===== config.mk =====
export PLATFORM = sky130hd
export DESIGN_NAME = fnd_scan_ctrl
export DESIGN_NICKNAME = d
export VERILOG_FILES = /design/src/rtl/fnd_scan_ctrl.sv
export SDC_FILE = /design/constraint.sdc
export NUM_CORES = 1
export LEC_CHECK = 0
export ABC_AREA = 1
export CORE_AREA = 4 4 94 96
export CTS_CLUSTER_DIAMETER = 60
export CTS_CLUSTER_SIZE = 25
export DETAILED_ROUTE_END_ITERATION = 10
export DIE_AREA = 0 0 98 100
export GPL_ROUTABILITY_DRIVEN = 0
export SLEW_MARGIN = 30
export SYNTH_ARGS = -nofsm -noshare
export SYNTH_HDL_FRONTEND = slang
export SYNTH_SLANG_ARGS = --single-unit

===== constraint.sdc =====
create_clock -name i_clk -period 5.1 [get_ports i_clk]
set_clock_uncertainty 0.2 [all_clocks]
set_input_delay 0.765 -clock i_clk [delete_from_list [all_inputs] [get_ports i_clk]]
set_output_delay 0.765 -clock i_clk [all_outputs]
set_load 0.01 [all_outputs]

===== src/rtl/fnd_scan_ctrl.sv =====
// fnd_scan_ctrl: time-multiplexed 4-digit FND scan controller with double-buffered display data
// Ports: i_clk, i_rst_n (async active-low); i_en scan enable; i_load strobes i_data/i_dp into
// the pending shadow; o_cnt4 digit index; o_fndselect one-hot digit enable; o_fndfont active-low
// segments {dp,g,f,e,d,c,b,a}; o_pend pending shadow not yet committed.
// Optional leading-zero blanking when FND_LZB_EN is defined.
module fnd_scan_ctrl #(
    parameter int TICK_DIV = 100_000
) (
    input  logic        i_clk,
    input  logic        i_rst_n,
    input  logic        i_en,
    input  logic        i_load,
    input  logic [15:0] i_data,
    input  logic [3:0]  i_dp,
    output logic [1:0]  o_cnt4,
    output logic [3:0]  o_fndselect,
    output logic [7:0]  o_fndfont,
    output logic        o_pend
);
    localparam int PW = $clog2(TICK_DIV);
    localparam logic [PW-1:0] LAST = PW'(TICK_DIV - 1);
    typedef enum logic {IDLE, SCAN} state_t;
    state_t state, state_nx;
    logic [PW-1:0] presc, presc_nx;
    logic [1:0] cnt_nx;
    logic [15:0] disp_data, pend_data;
    logic [3:0] disp_dp, pend_dp;
    logic [3:0] nib;
    logic tick, run, commit, blank;
    function automatic logic [6:0] seg7(input logic [3:0] n);
        case (n)
            4'h0: seg7 = 7'h40;
            4'h1: seg7 = 7'h79;
            4'h2: seg7 = 7'h24;
            4'h3: seg7 = 7'h30;
            4'h4: seg7 = 7'h19;
            4'h5: seg7 = 7'h12;
            4'h6: seg7 = 7'h02;
            4'h7: seg7 = 7'h78;
            4'h8: seg7 = 7'h00;
            4'h9: seg7 = 7'h10;
            4'hA: seg7 = 7'h08;
            4'hB: seg7 = 7'h03;
            4'hC: seg7 = 7'h46;
            4'hD: seg7 = 7'h21;
            4'hE: seg7 = 7'h06;
            default: seg7 = 7'h0E;
        endcase
    endfunction
    always_ff @(posedge i_clk or negedge i_rst_n) begin
        if (!i_rst_n) begin
            state     <= IDLE;
            presc     <= '0;
            o_cnt4    <= 2'd0;
            disp_data <= '0;
            disp_dp   <= '0;
            pend_data <= '0;
            pend_dp   <= '0;
            o_pend    <= 1'b0;
        end else begin
            state  <= state_nx;
            presc  <= presc_nx;
            o_cnt4 <= cnt_nx;
            if (commit) begin
                disp_data <= pend_data;
                disp_dp   <= pend_dp;
            end
            if (i_load) begin
                pend_data <= i_data;
                pend_dp   <= i_dp;
            end
            // a load coinciding with a commit becomes the next pending value
            o_pend <= i_load | (o_pend & ~commit);
        end
    end
    always_comb begin
        state_nx = i_en ? SCAN : IDLE;
        run      = (state == SCAN) && i_en;
        tick     = (state == SCAN) && (presc == LAST);
        presc_nx = run ? (tick ? '0 : presc + 1'b1) : '0;
        cnt_nx   = run ? o_cnt4 + 2'(tick) : 2'd0;
        // commit only at frame boundaries while scanning so a frame never mixes old and new data
        commit   = o_pend && ((state == IDLE) || (tick && o_cnt4 == 2'd3));
    end
    always_comb begin
        nib = disp_data[{o_cnt4, 2'b00} +: 4];
`ifdef FND_LZB_EN
        blank = (o_cnt4 == 2'd3 && disp_data[15:12] == '0) ||
                (o_cnt4 == 2'd2 && disp_data[15:8] == '0) ||
                (o_cnt4 == 2'd1 && disp_data[15:4] == '0);
`else
        blank = 1'b0;
`endif
        o_fndselect = (state == SCAN) ? 4'b0001 << o_cnt4 : 4'b0000;
        o_fndfont   = (state == SCAN) ? {~disp_dp[o_cnt4], blank ? 7'h7F : seg7(nib)} : 8'hFF;
    end
endmodule


==> metrics.md <==
| Metric | Value |
|---|---|
| Vias per cell | 4.89 |
| Routed WL | 6.73 mm |
| Final setup fails | 0 |
| Resized cells post-CTS | 0 |
| Synth async-reset ratio | 1.00 |
| Worst Path Required | 4140 ps |
| Post-CTS Repair Setup Buffers | 0 |
| Port bufs | 38 |
| Total gr overflow | 0 |
| Core Rows | 33 |
| Fin cells | 521 |
| Post-route antenna net violation count | 0 |
| Synth Net Count | 402 |
| Initial antenna violation count | 0 |
| Count of hold-fix buffers inserted at cts | 0 |
| HP Class | reg2reg |
| DRT iter0 DRCs | 131 |
| Clock buffer depth | 2 |
| Yosys warnings | 0 |
| Seq/Total Area, Yosys | 0.486 |
| Worst setup EP type | output port |
| Rel. slew slack | 0.400 |
| Max frequency | roughly 270 MHz |
| Max Transition Viols Final | 0 |
| Die height | 100 µm |
| WL/cell | 12.9 µm |
| Die ar. | 9800 µm² |
| Crit path kind | reg2out |
| Post-Synthesis Cells | 370 |
| Seq cells post-synth | 61 |
| Layout area overhead | 20.5% |
| First drt pass iteration count | 4 |
| Crit start category | flip-flop |
| CP Max Fanout | 7 |
| CTS root buf | clkbuf_8 |
| Final Hold Viols | 0 |
| Die width | 98 µm |
| Largest cells by area after synthesis | dfrtp_1 (49%), nand2_1 (12%), mux2_2 (7.2%), nand3_1 (6.7%), nor2_1 (5.7%) |
| Post-synth top cells | nand2_1 (102), dfrtp_1 (61), nor2_1 (48) |
| CTS tree | yes |
| Avg Synthesized Cell Area | around 8.5 µm² |
| Pin count of the biggest net entering global routing | 62 |
| Clock sinks | 61 |
| Post-synth top area cell | dfrtp_1 |
| Most used DFF post-synth | dfrtp_1 |
| Power Density | 306 nW/µm² |
| Worst endpoint data arrival time | 2700 ps |
| CORE AREA | a little over 8000 µm² |
| Layout cells sized above 1 | 0.147 |
| Max-cap violations | 0 |
| Unrepaired setup endpoints after global routing | no |
| H-tree levels | 3 |
| Clock latency on the worst-skew pair | 340 ps |
| I/O pin cnt | 39 |
| Initial Util | 0.390 |
| Setup TNS | 0 ps |
| Tcrit/Tclk final | 0.719 |
| Most frequent cell after synthesis | nand2_1 |
| Total GRT Usage | 0.146 |
| First-pass GRT wire length | around 12 mm |
| Distinct cells, synth | 32 |
| Synthesized cell area | 3140 µm² |
| Max VDD drop | 211 µV |
| Worst-margin pin slew | 897 ps |
| Placed Cells | 505 |
| Final min period | roughly 3700 ps |
| Antenna Cells | 0 |
| Run status | finished, final reports clean |
| Nets | roughly 440 |
| Num CTS Buffers | 9 |
| Detailed Place HPWL | 4.87 mm |
| Post-synth EDFFs | 0 |
| Share of the synthesized area in the top cell type | 0.486 |
| Lkg Pwr | about 0.0017 µW |
| Vias in the first global route | ~2.4k |
| CTS clk-pin slew, worst paths | 70 ps |
| Drt drc | 0 |
| Total vias in the final route | 2549 |
-- area by class of cell --
cell class	instances	area [µm²]
timing repair buffer	39	383
multi-input combinational	268	1430
inverter	32	123
fill	809	4260
clock inverter	4	47.5
clock buffer	12	145
tap	105	131
sequential	61	1530
-- power by group --
| group | internal (µW) | switching (µW) | total (µW) |
|---|---|---|---|
| Combinational | 85.0 | 96.6 | 182 |
| Clock | 238 | 182 | 420 |
| Sequential | 527 | 30.4 | 557 |
-- layout by cell type (no fill, tap or decap), types with 2 or more instances in the layout --
cell,n
nor2_2,7
inv_1,21
xnor2_1,2
dfrtp_1,61
clkinv_2,2
clkbuf_1,2
inv_2,9
nor3b_1,3
nor3_1,6
xor2_1,4
mux2_2,20
nand2_1,102
nand2_4,2
clkbuf_8,10
o21bai_1,2
nand3_1,42
nor2_1,48
o21ai_0,2
a22oi_1,2
nand4_1,4
ha_1,8
o21ai_1,5
clkdlybuf4s50_1,37
nand2_2,3
-- layer usage --
metal / global-route usage / share of wire / vias to the layer above
li1: - / - / 1274
met2: 0.213 / 0.43 / 63
met5: 0 / 0 / -
met3: 0.0410 / 0.055 / 6
met1: 0.208 / 0.50 / 1206
met4: 0.0543 / 0.012 / 0
-- critical path, cell delays in order, from the launching register on --
cell	delay [ps]
dfrtp_1	470
nand2_1	200
inv_2	80
nand2_1	60
nand2_1	50
nor2_1	360
inv_2	90
ha_1	220
inv_1	80
nand3_1	90
nand3_1	100
nand3_1	70
clkdlybuf4s50_1	490
-- sequential cells by signal, summed over array words and instances, names as in the netlist --
register   count
state          1
pend_data     16
o_pend         1
disp_data     16
disp_dp        4
pend_dp        4
presc         17
o_cnt4         2
-- worst paths after layout --
path                           start  cells past startpoint       endpoint  slack (ps)
hold / removal              presc[0]                      1       presc[0]         260
setup / recovery           o_cnt4[0]                     12   o_fndfont[3]        1430
max in group asynchronous    i_rst_n                      2   pend_data[2]        3790
setup reg to reg               state                      9  disp_data[12]        2730
min in group asynchronous    i_rst_n                      2       presc[2]         370
hold reg to reg             presc[0]                      1       presc[0]         260
-- per-stage QoR --
stage / worst slack, ps / power [µW] / hold slack (ps) / util / area (µm²)
floorplan: 2420 / 672 / 232 / - / 3140
global placement: 1910 / 746 / 246 / 0.446 / 3590
detailed placement: 1800 / 750 / 256 / 0.446 / 3590
CTS: 1420 / 1170 / 264 / 0.470 / 3790
global route: 1210 / 1230 / 277 / 0.470 / 3790
finish: 1430 / 1160 / 262 / 0.470 / 3790
-- kinds of logic (layout without fill, tap and decap cells) --
logic type | count (synthesis) | count (layout) | share of synthesized area
XOR/XNOR | 6 | 6 | 0.0167
adder cells (fa/ha/maj) | 8 | 8 | 0.0319
AND/OR/NAND/NOR | 221 | 221 | 0.310
AO/OA/AOI/OAI | 13 | 13 | 0.0251
multiplexers | 20 | 20 | 0.0717
flip-flops | 61 | 61 | 0.486
buffers and inverters | 41 | 87 | 0.0585
Power figures use the tool's default switching activity.
